$ cat src/rtl/fejkon_fc_inject.sv
// +----------------------------------------------------------------------------+
// | Module  : fejkon_fc_inject                                                 |
// | Purpose : packet-granular merge of a traffic stream and a pattern          |
// |           generator stream, with an Avalon-MM control/status block.        |
// | Rev     : 1.0  initial release                                             |
// +----------------------------------------------------------------------------+
`default_nettype none

module fejkon_fc_inject #(
  parameter int DATA_WIDTH    = 256,
  parameter int CHANNEL_WIDTH = 4,
  parameter int EMPTY_WIDTH   = $clog2(DATA_WIDTH / 8)
) (
  input  logic                     clk,
  input  logic                     reset,

  input  logic [CHANNEL_WIDTH-1:0] st_in_channel,
  input  logic [DATA_WIDTH-1:0]    st_in_data,
  input  logic [EMPTY_WIDTH-1:0]   st_in_empty,
  input  logic                     st_in_startofpacket,
  input  logic                     st_in_endofpacket,
  input  logic                     st_in_valid,
  output logic                     st_in_ready,

  input  logic [CHANNEL_WIDTH-1:0] gen_channel,
  input  logic [DATA_WIDTH-1:0]    gen_data,
  input  logic [EMPTY_WIDTH-1:0]   gen_empty,
  input  logic                     gen_startofpacket,
  input  logic                     gen_endofpacket,
  input  logic                     gen_valid,
  output logic                     gen_ready,

  output logic [CHANNEL_WIDTH-1:0] st_out_channel,
  output logic [DATA_WIDTH-1:0]    st_out_data,
  output logic [EMPTY_WIDTH-1:0]   st_out_empty,
  output logic                     st_out_startofpacket,
  output logic                     st_out_endofpacket,
  output logic                     st_out_valid,
  input  logic                     st_out_ready,

  input  logic [7:0]               csr_address,
  input  logic                     csr_read,
  input  logic                     csr_write,
  input  logic [31:0]              csr_writedata,
  output logic [31:0]              csr_readdata
);

  localparam logic [1:0]  S_IDLE     = 2'd0;
  localparam logic [1:0]  S_IN_PKT   = 2'd1;
  localparam logic [1:0]  S_GEN_PKT  = 2'd2;
  localparam logic        SRC_IN     = 1'b0;
  localparam logic        SRC_GEN    = 1'b1;
  localparam logic [31:0] C_ALL_ONES = 32'hFFFF_FFFF;

  logic [1:0]               state_q, state_d;
  logic                     last_src_q, last_src_d;
  logic [1:0]               mode_q;
  logic                     override_q;
  logic [CHANNEL_WIDTH-1:0] ovr_channel_q;
  logic [31:0]              inject_count_q, inject_count_d;
  logic [31:0]              in_pkts_q, in_pkts_d;
  logic [31:0]              gen_pkts_q, gen_pkts_d;
  logic [31:0]              drop_count_q, drop_count_d;
  logic [31:0]              csr_readdata_q, csr_readdata_d;

  logic [1:0]  w_state;
  logic        w_inject_en, w_in_elig, w_gen_elig;
  logic        w_in_fire, w_gen_fire, w_drop;
  logic [31:0] w_ctrl_rd;

  function automatic logic [31:0] sat_inc(input logic [31:0] v);
    return (v == C_ALL_ONES) ? v : v + 32'd1;
  endfunction

  // Reset forces the datapath view to IDLE so handshakes are blocked while reset is high.
  assign w_state     = reset ? S_IDLE : state_q;
  assign w_inject_en = (mode_q == 2'd2) || ((mode_q == 2'd1) && (inject_count_q != 32'd0));
  assign w_in_elig   = st_in_valid && st_in_startofpacket;
  assign w_gen_elig  = gen_valid && gen_startofpacket && w_inject_en;
  assign w_in_fire   = (w_state == S_IN_PKT) && st_in_valid && st_in_ready;
  assign w_gen_fire  = (w_state == S_GEN_PKT) && gen_valid && gen_ready;
  assign w_drop      = (w_state == S_IDLE) && st_in_ready;

  always_comb begin
    st_in_ready          = 1'b0;
    gen_ready            = 1'b0;
    st_out_channel       = '0;
    st_out_data          = '0;
    st_out_empty         = '0;
    st_out_startofpacket = 1'b0;
    st_out_endofpacket   = 1'b0;
    st_out_valid         = 1'b0;
    case (w_state)
      S_IN_PKT: begin
        st_out_channel       = st_in_channel;
        st_out_data          = st_in_data;
        st_out_empty         = st_in_empty;
        st_out_startofpacket = st_in_startofpacket;
        st_out_endofpacket   = st_in_endofpacket;
        st_out_valid         = st_in_valid;
        st_in_ready          = st_out_ready;
      end
      S_GEN_PKT: begin
        st_out_channel       = override_q ? ovr_channel_q : gen_channel;
        st_out_data          = gen_data;
        st_out_empty         = gen_empty;
        st_out_startofpacket = gen_startofpacket;
        st_out_endofpacket   = gen_endofpacket;
        st_out_valid         = gen_valid;
        gen_ready            = st_out_ready;
      end
      default: st_in_ready = !reset && st_in_valid && !st_in_startofpacket;
    endcase
  end

  always_comb begin
    state_d    = state_q;
    last_src_d = last_src_q;
    case (state_q)
      S_IDLE: begin
        if (w_in_elig && w_gen_elig) begin
          state_d = (last_src_q == SRC_GEN) ? S_IN_PKT : S_GEN_PKT;
        end else if (w_in_elig) begin
          state_d = S_IN_PKT;
        end else if (w_gen_elig) begin
          state_d = S_GEN_PKT;
        end
      end
      S_IN_PKT: if (w_in_fire && st_in_endofpacket) begin
        state_d    = S_IDLE;
        last_src_d = SRC_IN;
      end
      S_GEN_PKT: if (w_gen_fire && gen_endofpacket) begin
        state_d    = S_IDLE;
        last_src_d = SRC_GEN;
      end
      default: state_d = S_IDLE;
    endcase
  end

  always_comb begin
    inject_count_d = inject_count_q;
    if (csr_write && (csr_address == 8'h01)) begin
      inject_count_d = csr_writedata;
    end else if (w_gen_fire && gen_startofpacket && (mode_q == 2'd1) && (inject_count_q != 32'd0)) begin
      inject_count_d = inject_count_q - 32'd1;
    end

    in_pkts_d    = (w_in_fire && st_in_endofpacket) ? sat_inc(in_pkts_q) : in_pkts_q;
    gen_pkts_d   = (w_gen_fire && gen_endofpacket) ? sat_inc(gen_pkts_q) : gen_pkts_q;
    drop_count_d = w_drop ? sat_inc(drop_count_q) : drop_count_q;
    // A clear write takes priority over an increment in the same cycle.
    if (csr_write && (csr_address == 8'h02)) in_pkts_d    = '0;
    if (csr_write && (csr_address == 8'h03)) gen_pkts_d   = '0;
    if (csr_write && (csr_address == 8'h04)) drop_count_d = '0;
  end

  always_comb begin
    w_ctrl_rd                    = '0;
    w_ctrl_rd[1:0]               = mode_q;
    w_ctrl_rd[2]                 = override_q;
    w_ctrl_rd[8 +: CHANNEL_WIDTH] = ovr_channel_q;
    csr_readdata_d = csr_readdata_q;
    if (csr_read) begin
      case (csr_address)
        8'h00:   csr_readdata_d = w_ctrl_rd;
        8'h01:   csr_readdata_d = inject_count_q;
        8'h02:   csr_readdata_d = in_pkts_q;
        8'h03:   csr_readdata_d = gen_pkts_q;
        8'h04:   csr_readdata_d = drop_count_q;
        8'h05:   csr_readdata_d = {29'd0, last_src_q, state_q};
        default: csr_readdata_d = C_ALL_ONES;
      endcase
    end
  end

  always_ff @(posedge clk) begin
    if (reset) begin
      state_q        <= S_IDLE;
      last_src_q     <= SRC_GEN;
      mode_q         <= 2'd0;
      override_q     <= 1'b0;
      ovr_channel_q  <= '0;
      inject_count_q <= '0;
      in_pkts_q      <= '0;
      gen_pkts_q     <= '0;
      drop_count_q   <= '0;
      csr_readdata_q <= '0;
    end else begin
      state_q        <= state_d;
      last_src_q     <= last_src_d;
      inject_count_q <= inject_count_d;
      in_pkts_q      <= in_pkts_d;
      gen_pkts_q     <= gen_pkts_d;
      drop_count_q   <= drop_count_d;
      csr_readdata_q <= csr_readdata_d;
      if (csr_write && (csr_address == 8'h00)) begin
        mode_q        <= csr_writedata[1:0];
        override_q    <= csr_writedata[2];
        ovr_channel_q <= csr_writedata[8 +: CHANNEL_WIDTH];
      end
    end
  end

  assign csr_readdata = csr_readdata_q;

endmodule

`default_nettype wire

$ cat config.mk
export PLATFORM = sky130hd
export DESIGN_NAME = fejkon_fc_inject
export DESIGN_NICKNAME = d
export VERILOG_FILES = /design/src/rtl/fejkon_fc_inject.sv
export SDC_FILE = /design/constraint.sdc
export NUM_CORES = 1
export LEC_CHECK = 0
export BUFFER_PORTS_ARGS = -buffer_cell sky130_fd_sc_hd__buf_2
export CELL_PAD_IN_SITES_DETAIL_PLACEMENT = 0
export CELL_PAD_IN_SITES_GLOBAL_PLACEMENT = 1
export CORE_AREA = 10 10 334 336
export CTS_CLUSTER_DIAMETER = 30
export DETAILED_ROUTE_END_ITERATION = 12
export DIE_AREA = 0 0 344 346
export PLACE_DENSITY = 0.46
export SYNTH_ARGS = -nofsm -noshare
export SYNTH_HDL_FRONTEND = slang
export SYNTH_SLANG_ARGS = --single-unit
$ cat constraint.sdc
create_clock -name clk -period 6.67 [get_ports clk]
set_input_delay 2.001 -clock clk [delete_from_list [all_inputs] [get_ports clk]]
set_output_delay 2.001 -clock clk [all_outputs]
set_load 0.01 [all_outputs]
== After elaboration in Yosys (flattened, before gate mapping) ==
Cells that the tools add are included.

* Register bits after elaboration: 170
* Input port bits: 581
* Output and inout port bits: 302

* $add $sub $neg: 4
* Equality and inequality tests: 17
* Mux-type cells: 23
* Bitwise gates (word level): 3
* Reduce and logical (&&, ||, !) cells: 39

{| class="wikitable"
|+ Operators by type and width
! cell !! number
|-
| one-hot mux 256 bit (2 select lines) || 1
|-
| one-hot mux 32 bit (6 select lines) || 1
|-
| adder 32 x 1 -> 32 bit, second input constant || 3
|-
| equality test 32 bit, second input constant || 3
|-
| 2-to-1 mux 32 bit || 2
|-
| nonzero test 32 bit || 1
|-
| subtractor 32 x 1 -> 32 bit, second input constant || 1
|-
| logical AND 1 bit || 22
|-
| equality test 8 x 2 -> 1 bit, second input constant || 2
|-
| equality test 8 x 3 -> 1 bit, second input constant || 2
|-
| 2-to-1 mux 2 bit || 7
|-
| one-hot mux 1 bit (2 select lines) || 5
|-
| one-hot mux 5 bit (2 select lines) || 1
|-
| equality test 8 x 1 -> 1 bit, second input constant || 1
|-
| zero test 8 bit || 1
|-
| one-hot mux 4 bit (2 select lines) || 1
|-
| equality test 2 x 1 -> 1 bit, second input constant || 3
|-
| equality test 2 bit, second input constant || 3
|-
| one-hot mux 2 bit (3 select lines) || 1
|-
| AND reduction 2 bit || 3
|-
| AND reduction 3 bit || 2
|-
| OR reduction 2 bit || 3
|-
| zero test 2 bit || 2
|-
| 2-to-1 mux 4 bit || 1
|-
| other kinds (7) || 14
|}

== Logic depth before layout (Yosys ltp) ==
Gate-level depths: netlist of the first run.

* Word-level depth: 9
* Gate-level depth with buffers: 13
* Gate-level depth less buffers: 9

== Worst setup path before layout of the first run ==
Ideal clock, no wire load.

* Path kind: in2out
* Start: in reset
* End: out st_out_data[14]
* Arrival time: 3.984 ns
* Data required time: 4.669 ns
* Slack: 0.685 ns
* Stages: 9
* Buffers on the path: 5
* Cell sequence: clkbuf_1 clkbuf_1 nand2b_1 ha_1 clkbuf_1 clkbuf_1 buf_1 a22oi_1 nor2b_1

* Cells in the longest elaborated chain, start to end: 3
* Elaborated cells on any way between the ends: 4

{| class="wikitable"
|+ RTL lines
! element !! line !! source
|-
| from (decl) || 15 || <nowiki>input logic reset,</nowiki>
|-
| 2-to-1 mux 2 bit (*) || 76 || <nowiki>assign w_state = reset ? S_IDLE : state_q;</nowiki>
|-
| equality test 2 bit or equality test 2 x 1 -> 1 bit (tied branches) || 93 || <nowiki>case (w_state)</nowiki>
|-
| one-hot mux 256 bit (2 select lines) (*) || 93 ||
|-
| to (decl) || 34 || <nowiki>output logic [DATA_WIDTH-1:0] st_out_data,</nowiki>
|}

Mark *: on every way between the ends. The rest lies on a longest branch, timed or not.

== Worst setup path in the final report of the first run ==
* Start: in reset
* End: out st_out_data[172]

The elaborated chain is that of the path after synthesis.

==> summary.md, run 1 <==
| Metric | Value |
|---|---|
| CP max stage cell | a22oi_1 |
| Hold Slack | 0.485 ns |
| Worst skew pair latency | 0.45 ns |
| Chip height | 346 microns |
| Final period util | 0.973 |
| Power density over the cells | 135 nW/um^2 |
| Post-synth ARST share | 0 |
| Number of flops mapped to enable cells by yosys | 0 |
| WS Path Type | input port to output port |
| # hold bufs at CTS | 0 |
| Die Wd | 344 microns |
| Synth Area per Inst | 7.76 sq um |
| 1st-pass router iterations | 5 |
| Initial antenna violation count | 246 |
| CTS Root Cell | clkbuf_16 |
| Reg2Reg Depth | 10 |
| Leakage | 8.11 nW |
| Vias per cell | 4.67 |
| Antenna Nets Post-Route | 0 |
| Setup TNS | 0 ns |
| Die ar. | 119000 sq um |
| Hold-critical path endpoint | csr_readdata[1]$_SDFFE_PP0P_ |
| Worst R2R Setup Slack | 2.90 ns |
| Final hold viol count | 0 |
| Critical Path RT | 4.67 ns |
| Worst slew pin tran | 1.11 ns |
| Run status | complete, no violations |
| I/O pins | 883 |
| Non-Filler Instances | 3988 |
| Post-DP Area | 19600 sq um |
| Buf/Inv on CP | 5 |
| Peak VDD IR | 0.148 mV |
| Share of the yosys chip area belonging to registers | 0.259 |
| Placed insts | 3885 |
| Top cells by area, synth | dfxtp_1 (26%), a22oi_1 (17%), nor2b_1 (13%), nor2_1 (4.8%), clkbuf_1 (4.1%) |
| TritonCTS clock tree | built |
| Ys Warns | 0 |
| Resized cells post-CTS | 0 |
| Delay-heaviest family, CP | buffers and inverters |
| Final min period | 6.49 ns |
| Synth top area share | 0.259 |
| Worst Path Max Fanout | 25 |
| Area Overhead vs Synth | 55.3% |
| Clock Tree Buf Depth | 2 |
| Critical Path Most Common Cell | buf_2 |
| Setup violators final | 0 |
| Worst slew margin | 0.258 |
| Dpl hpwl | 157000 microns |
| FF-to-FF Start | state_q[1]$_SDFFE_PP0P_ |
| I/O Buffers | 882 |
| Syn Inst Count | 1695 |
| Grt total ovfl | 0 |
| GP Congestion | 1.10 |
| Netlist cell types | 65 |
| Max-slew violations | 0 |
| RSZ-0062 raised after global routing | false |
| Final Instance Area | 20400 sq um |
| CTS Sinks | 170 |
| Ratio of cells with drive above 1 in the final layout | 0.412 |
| Worst path max stage delay | 0.88 ns |
| WHS Path Cells | 2 |
| H-Tree Depth | 4 |
| Number of CTS-inserted buffers | 17 |
| Commonest non-fill, non-tap cell in the layout | buf_2 |
| Synthesized Nets | 2283 |
| Final WL | 173000 microns |
| Core area | 105000 sq um |
| Routed len/inst | 43.4 microns |
| Cell taking the most area after synthesis | dfxtp_1 |
| Synthesized flop and latch total | 170 |
| Setup crit start kind | input port |
| Iteration-0 DRC Markers | 1620 |
| Vias in the first global route | 17924 |
| Fin Clk Skew | 0.0103 ns |
| DRC errors left | 0 |
| Clock transition at path regs | 0.08 ns |
| FP Rows | 119 |
| Initial Util | 0.125 |
| Most frequent cells in the layout | buf_2 (876), a22oi_1 (298), nor2b_1 (272) |
| Max Cap Viol | 0 |
| Routed vias | 18634 |
| Post-Syn Area | 13100 sq um |
| HP Class | flop to flop |
| WP data arrival | 4.49 ns |
| Largest net degree at the start of global routing | 65 |
| Crit end category | output port |
| Post-CTS Setup Inserts | 0 |
| First-pass GRT wire length | 212000 microns |
| Fmax | 0.154 GHz |
| Hold_sp | csr_readdata[1]$_SDFFE_PP0P_ |
| Cell Chain, Critical Path | buf_2, nand2b_1, inv_1, ha_4, buf_12, buf_4, a22oi_1, nor2b_1, buf_2 |
| Worst R2R End | inject_count_q[19]$_SDFFE_PP0P_ |
| Overall routing resource usage | 0.276 |
| Synth Flop Type | dfxtp_1 |
| Total Nets Final | 3101 |
| Fin util | 0.195 |
[Yosys cell counts, types with 31 or more instances]
library cell / instances
a22oi_1: 298
nor2b_1: 272
dfxtp_1: 170
nor2_1: 169
clkbuf_1: 142
xor2_1: 59
nand3_1: 56
nand2_1: 55
a211oi_1: 52
xnor2_1: 42
nand4_1: 35
and3_1: 31
mux2_2: 31
[metrics by stage]
| stage | setup WS, ns | power, mW |
|---|---|---|
| after detailed placement | 0.277 | 1.64 |
| after global routing | 0.239 | 2.82 |
| after CTS | 0.277 | 2.78 |
| after global placement | 0.264 | 1.65 |
| final | 0.178 | 2.75 |
| after floorplan | 0.685 | 1.21 |
[layout make-up]
class / instances / area [sq um]
Clock buffer: 23 / 488
Clock inverter: 9 / 160
Tap cell: 1391 / 1740
Multi-Input combinational cell: 1360 / 9180
Timing Repair Buffer: 953 / 5230
Sequential cell: 170 / 3400
Fill cell: 12203 / 84400
Inverter: 11 / 41.3
Antenna cell: 71 / 178
[tightest hold or removal path, delay by kind of cell, from the launching register on]
family	cells	cell delay, ns
simple gates	2	0.13
flops	1	0.32
[state kept, by name, summed over array words and instances (netlist names)]
name            count
csr_readdata       32
drop_count_q       32
gen_pkts_q         32
in_pkts_q          32
inject_count_q     32
last_src_q          1
mode_q              2
override_q          1
ovr_channel_q       4
state_q             2
[cell families after synthesis]
| kind of cell | after synthesis | synth area share |
|---|---|---|
| adder cells (fa/ha/maj) | 7 | 0.00666 |
| flip-flops | 170 | 0.259 |
| multiplexers | 51 | 0.0456 |
| XOR/XNOR | 101 | 0.0673 |
| buffers and inverters | 165 | 0.0477 |
| AO/OA/AOI/OAI | 461 | 0.261 |
| AND/OR/NAND/NOR | 740 | 0.313 |
[power by group]
| group | switching (mW) | total [mW] | internal [mW] |
|---|---|---|---|
| Sequential | 0.0109 | 1.04 | 1.03 |
| Combinational | 0.360 | 0.575 | 0.215 |
| Clock | 0.467 | 1.14 | 0.670 |
| Total | 0.838 | 2.75 | 1.92 |
[worst max path at each step]
stage	startpoint	to	slack [ns]	cells after the start
finish	reset	st_out_data[172]	0.18	9
CTS	reset	st_out_data[175]	0.28	9
global route	reset	st_out_data[52]	0.24	9
global placement	reset	st_out_data[175]	0.26	9
detailed placement	reset	st_out_data[175]	0.28	9
floorplan	reset	st_out_data[14]	0.69	9
[per-layer routing]
layer	share of wire	routed length [microns]	track usage
met1	0.35	60900	0.287
met2	0.49	85100	0.478
met3	0.096	16600	0.114
met4	0.056	9730	0.130
met5	0.0051	886	0
No activity file was read; power rests on OpenSTA's default activity.
==> run 2, diff against run 1 <==
--- a/config.mk
+++ b/config.mk
@@ -7,3 +7,3 @@
 export LEC_CHECK = 0
-export BUFFER_PORTS_ARGS = -buffer_cell sky130_fd_sc_hd__buf_2
+export BUFFER_PORTS_ARGS = -buffer_cell sky130_fd_sc_hd__buf_4
 export CELL_PAD_IN_SITES_DETAIL_PLACEMENT = 0
@@ -12,2 +12,3 @@
 export CTS_CLUSTER_DIAMETER = 30
+export CTS_CLUSTER_SIZE = 8
 export DETAILED_ROUTE_END_ITERATION = 12
--- a/constraint.sdc
+++ b/constraint.sdc
@@ -3,2 +3,2 @@
 set_output_delay 2.001 -clock clk [all_outputs]
-set_load 0.01 [all_outputs]
+set_load 0.05 [all_outputs]
==> run 2 against run 1 <==
  * Cell count shrank 1.2%
  * Clock power shrank 8%
  * Register-to-register slack improved by 0.18 ns
  * Sequential cell count unchanged
  * Hold slack gained 0.0042 ns
  * Via count decreased by 5.8%
  * Die area unchanged
  * Non-clock buffer count is 8 higher
  * Wire length fell by 10%
  * Maximum frequency up 6.3%
  * Largest power group unchanged
==> summary.md, run 2 (same netlist as run 1, synthesis figures left out) <==
| Metric | Value |
|---|---|
| CTS Root Cell | clkbuf_16 |
| Pre-CTS setup slack | 0.628 ns |
| I/O pins | 883 |
| Cell Chain, Critical Path | buf_4, nand2b_1, ha_4, buf_4, nor2b_1, buf_4 |
| Final hold viol count | 0 |
| Buf/Inv on CP | 3 |
| Final WL | 155000 microns |
| GP Congestion | 1.01 |
| Switching part of the total | 0.311 |
| Critical Path Most Common Cell | buf_4 |
| Worst slew margin | 0.295 |
| Chip height | 346 microns |
| Fmax | 0.164 GHz |
| 1st-pass router iterations | 7 |
| Delay-heaviest family, CP | simple AND/OR/NAND/NOR gates |
| Worst setup startpoint | reset |
| Routed vias | 17548 |
| Number of CTS-inserted buffers | 17 |
| Run status | complete, no violations |
| Commonest non-fill, non-tap cell in the layout | buf_4 |
| Die ar. | 119000 sq um |
| Setup TNS | 0 ns |
| Sw power | 0.863 mW |
| Clock Tree Buf Depth | 2 |
| Grt total ovfl | 0 |
| Seq pwr share | 0.376 |
| # hold bufs at CTS | 0 |
| Fin util | 0.214 |
| Largest net degree at the start of global routing | 75 |
| Die Wd | 344 microns |
| Leakage | 8.59 nW |
| Peak VDD IR | 0.151 mV |
| Setup crit start kind | input port |
| Resized cells post-CTS | 0 |
| Vias per cell | 4.45 |
| TritonCTS clock tree | built |
| Crit end category | output port |
| Dpl hpwl | 140000 microns |
| Clock share of power | 0.378 |
| Post-CTS Setup Inserts | 0 |
| Core area | 105000 sq um |
| RSZ-0062 raised after global routing | false |
| Initial Util | 0.125 |
| Fin Clk Skew | 0.0113 ns |
| Total Nets Final | 3109 |
| Setup violators final | 0 |
| HP Class | flop to flop |
| Worst skew pair latency | 0.46 ns |
| Combinational Power Share | 0.246 |
| Clock transition at path regs | 0.08 ns |
| Critical Path RT | 4.67 ns |
| Antenna Nets Post-Route | 0 |
| DRC errors left | 0 |
| WS Path Type | input port to output port |
| Hold_sp | csr_readdata[16]$_SDFFE_PP0P_ |
| First-pass GRT wire length | 193000 microns |
| H-Tree Depth | 4 |
| Max Cap Viol | 0 |
| Iteration-0 DRC Markers | 1443 |
| WP data arrival | 4.11 ns |
| FF-to-FF Start | state_q[1]$_SDFFE_PP0P_ |
| Routed len/inst | 39.5 microns |
| CP max stage cell | ha_4 |
| Final min period | 6.11 ns |
| Ratio of cells with drive above 1 in the final layout | 0.415 |
| Worst slew pin tran | 1.04 ns |
| Internal power | 1.91 mW |
| Area Overhead vs Synth | 70.2% |
| FP Rows | 119 |
| Initial antenna violation count | 116 |
| I/O Buffers | 882 |
| Vias in the first global route | 17421 |
| Max-slew violations | 0 |
| Most frequent cells in the layout | buf_4 (947), a22oi_1 (298), nor2b_1 (272) |
| CTS Sinks | 170 |
| Power density over the cells | 124 nW/um^2 |
| Worst path max stage delay | 0.56 ns |
| Overall routing resource usage | 0.248 |
| Worst Path Max Fanout | 23 |
| Final period util | 0.916 |
| Final setup margin | 0.563 ns |
==> run 2: cell count changes in the layout (fill, tap and decap cells not counted), sizes merged <==
cell,change
buf,+8
bufinv,-2
clkbuf,-6
clkinv,+2
clkinvlp,+2
diode,-57
inv,+4
==> run 2: layout make-up <==
class / count / area [sq um]
clock buffer: 17 / 425
fill: 11905 / 82400
timing repair buffer: 961 / 7390
clock inverter: 15 / 166
multi-input combinational: 1360 / 9180
tap: 1391 / 1740
antenna: 14 / 35.0
inverter: 11 / 41.3
sequential: 170 / 3400
==> run 2: per-layer routing <==
layer  up-vias  wire length [microns]  part of all wire  global-route usage
li1       7899                      -                 -                   -
met1      8520                  57400              0.37               0.269
met2       792                  78200              0.50               0.442
met3       267                  12800             0.082              0.0867
met4        70                   6620             0.043              0.0842
met5         -                    465            0.0030                   0
==> run 2: worst reg2reg max path, cell delays in order, from the launching register on <==
cell      delay [ns]
dfxtp_1         0.48
nand2b_1        0.22
inv_1           0.14
ha_4            0.35
buf_4           0.20
nand4_1         0.46
or3_1           0.54
a21oi_1         0.62
nand4_1         0.21
xor2_1          0.18
nor2_1          0.05
==> run 2: worst paths after layout <==
kind | endpoint | slack, ns | cells past startpoint
min reg2reg | csr_readdata[16]$_SDFFE_PP0P_ | 0.49 | 2
min | csr_readdata[16]$_SDFFE_PP0P_ | 0.49 | 2
max reg2reg | gen_pkts_q[23]$_SDFFE_PP0P_ | 3.08 | 10
max | st_out_data[27] | 0.56 | 6
==> run 2: metrics by stage <==
stage / cell area [sq um] / hold WS (ns) / power [mW] / instances
2_1_floorplan: 13100 / 0.449 / 1.28 / 1695
3_3_place_gp: 21800 / 0.474 / 1.75 / 3893
3_5_place_dp: 21800 / 0.483 / 1.75 / 3893
4_1_cts: 22300 / 0.493 / 2.80 / 3925
5_1_grt: 22400 / 0.518 / 2.86 / 3930
6_report: 22400 / 0.489 / 2.77 / 3939
==> run 2: power groups by stage <==
stage / Sequential (mW) / Clock (mW) / Combinational (mW)
6_report: 1.04 / 1.05 / 0.682
5_1_grt: 1.04 / 1.11 / 0.713
4_1_cts: 1.04 / 1.08 / 0.686
3_5_place_dp: 1.07 / 0 / 0.684
3_3_place_gp: 1.07 / 0 / 0.688
2_1_floorplan: 1.11 / 0 / 0.166
==> run 3, diff against run 2 <==
- ABC_AREA: not set -> 1
- CORE_AREA: 10 10 334 336 -> 10 10 331 333
- DIE_AREA: 0 0 344 346 -> 0 0 341 343
- PLACE_DENSITY: 0.46 -> 0.49
- SLEW_MARGIN: not set -> 20
==> run 3 against run 2 <==
  * Register-to-register slack worse by 0.12 ns
  * Non-clock buffer count is 35 lower
  * First-iteration DRC count is 5.7% higher
  * Combinational power is 99% higher
  * Cell count is 19% higher
  * Largest power group is now combinational logic
  * Core utilization is 0.95 points higher
  * Critical path depth is 1 higher
  * Design area is 2.6% higher
  * Power is 27% higher
==> summary.md, run 3 <==
| Metric | Value |
|---|---|
| Run status | complete, no violations |
| 1st-pass router iterations | 6 |
| Storage cell area | 3400 sq um |
| RSZ-0062 raised after global routing | false |
| Hold_sp | in_pkts_q[31]$_SDFFE_PP0P_ |
| # hold bufs at CTS | 0 |
| TritonCTS clock tree | built |
| WHS Path Cells | 2 |
| Post-synth ARST share | 0 |
| Grt total ovfl | 0 |
| Clock Tree Buf Depth | 2 |
| Fin Clk Skew | 0.0148 ns |
| Iteration-0 DRC Markers | 1525 |
| Top cells by area, synth | nand2_1 (25%), dfxtp_1 (24%), a21oi_1 (14%), nor2_1 (4.8%), inv_1 (4.3%) |
| Commonest cells in the netlist | nand2_1 (928), a21oi_1 (403), nor2_1 (182) |
| Fmax | 0.159 GHz |
| Most frequent cells in the layout | nand2_1 (928), buf_4 (916), a21oi_1 (403) |
| Max Cap Viol | 0 |
| FF-to-FF Start | state_q[0]$_SDFFE_PP0P_ |
| WS Path Type | input port to output port |
| I/O pins | 883 |
| Initial Util | 0.137 |
| Final WL | 167000 microns |
| WP data arrival | 4.28 ns |
| Post-CTS Setup Inserts | 0 |
| Worst R2R Setup Slack | 2.96 ns |
| Number of CTS-inserted buffers | 17 |
| Crit end category | output port |
| Initial antenna violation count | 78 |
| Syn Inst Count | 2501 |
| Peak VDD IR | 0.153 mV |
| Dpl hpwl | 149000 microns |
| Setup violators final | 0 |
| Largest net degree at the start of global routing | 76 |
| Chip height | 343 microns |
| CTS Sinks | 170 |
| Ys Warns | 0 |
| Routed vias | 20529 |
| Synth Area per Inst | 5.64 sq um |
| Number of flops mapped to enable cells by yosys | 0 |
| Worst setup startpoint | reset |
| Die Wd | 341 microns |
| H-Tree Depth | 4 |
| Setup TNS | 0 ns |
| Clock transition at path regs | 0.06 ns |
| FP Rows | 118 |
| Final hold viol count | 0 |
| Antenna Nets Post-Route | 0 |
| Hold Slack | 0.468 ns |
| Synth top area share | 0.247 |
| I/O Buffers | 882 |
| Share of the yosys chip area belonging to registers | 0.241 |
| CTS Root Cell | clkbuf_16 |
| Netlist cell types | 46 |
| Leakage | 9.04 nW |
| Worst slew pin tran | 0.819 ns |
| Placed insts | 4663 |
| Fin util | 0.223 |
| First-pass GRT wire length | 210000 microns |
| Worst R2R End | in_pkts_q[9]$_SDFFE_PP0P_ |
| Most frequent cell after synthesis | nand2_1 |
| Total power | 3.53 mW |
| Setup crit start kind | input port |
| Die ar. | 117000 sq um |
| Core area | 103000 sq um |
| Synthesized flop and latch total | 170 |
| Footprint of the multi-input gates | 9350 sq um |
| Commonest non-fill, non-tap cell in the layout | nand2_1 |
| Synthesized Nets | 3089 |
| Worst skew pair latency | 0.47 ns |
| Final min period | 6.28 ns |
| Worst slew margin | 0.450 |
| Vias in the first global route | 20353 |
| Reg2Reg Depth | 13 |
| DRC errors left | 0 |
| Overall routing resource usage | 0.271 |
| Critical Path RT | 4.67 ns |
| Total Nets Final | 3890 |
| Worst Path Max Fanout | 63 |
| GP Congestion | 1.14 |
| Non-Filler Instances | 4703 |
| Post-Syn Area | 14100 sq um |
| Final period util | 0.941 |
| Area Overhead vs Synth | 62.9% |
| Routed len/inst | 35.5 microns |
| Ratio of cells with drive above 1 in the final layout | 0.314 |
| HP Class | flop to flop |
| Power density over the cells | 154 nW/um^2 |
| Vias per cell | 4.37 |
| Cell taking the most area after synthesis | nand2_1 |
| Resized cells post-CTS | 0 |
| Worst setup path end | st_out_channel[3] |
| # fillers | 12106 |
| Max-slew violations | 0 |
| Synth Flop Type | dfxtp_1 |
run 3: cell count changes in the layout (fill, tap and decap cells not counted), sizes merged, moves of 35 or more:
cell | previous run | this run
nand2 | 55 | 939
a21oi | 28 | 415
a22oi | 298 | 1
nor2b | 272 | 0
inv | 16 | 194
o21ai | 20 | 107
nor3 | 28 | 76
a211oi | 55 | 12
o22ai | 1 | 40
xnor2 | 42 | 3
buf | 961 | 926
run 3: final cells by class:
type	instances	area share
clock inverter	10	0.00730
inverter	195	0.0324
multi-input combinational	1992	0.408
tap	1380	0.0752
sequential	170	0.148
clock buffer	21	0.0201
timing repair buffer	926	0.308
antenna	9	0.000981
run 3: power breakdown:
group	internal, mW	switching, mW	total (mW)
logic	0.428	0.936	1.36
registers	1.03	0.0129	1.05
clock network	0.646	0.475	1.12
total	2.11	1.42	3.53
run 3: worst min path at each step:
stage                                  to  slack, ns
5_1_grt        in_pkts_q[31]$_SDFFE_PP0P_       0.50
6_report       in_pkts_q[31]$_SDFFE_PP0P_       0.47
2_1_floorplan  in_pkts_q[31]$_SDFFE_PP0P_       0.44
3_5_place_dp   in_pkts_q[31]$_SDFFE_PP0P_       0.46
3_3_place_gp   in_pkts_q[31]$_SDFFE_PP0P_       0.45
4_1_cts        in_pkts_q[31]$_SDFFE_PP0P_       0.47
run 3: routing by layer:
metal  vias to the layer above  track usage  wire length (microns)
li1                       9745            -                      -
met1                      9745        0.312                  65600
met2                       781        0.468                  81500
met3                       190        0.104                  15000
met4                        68       0.0625                   4370
met5                         -            0                    440
run 3: cell families after synthesis:
kind of cell	count (synthesis)	share of synthesized area
adders and majority gates	7	0.00621
DFF	170	0.241
AOI/OAI and AO/OA	598	0.225
buffers and inverters	339	0.0966
xor gates and xnor gates	69	0.0429
and+or+nand+nor	1318	0.388
run 3: worst max-delay path, cell delays in order:
cell and delay [ns]:
buf_4 0.12, nor2_1 0.30, inv_1 0.16, ha_1 0.45, inv_8 0.20, a21oi_1 0.67
buf_4 0.33
run 3: per-stage QoR:
stage | setup WS (ns) | area (sq um)
floorplan | 0.347 | 14100
global placement | 0.437 | 22300
detailed placement | 0.452 | 22300
CTS | 0.450 | 22900
global route | 0.317 | 22900
finish | 0.394 | 23000
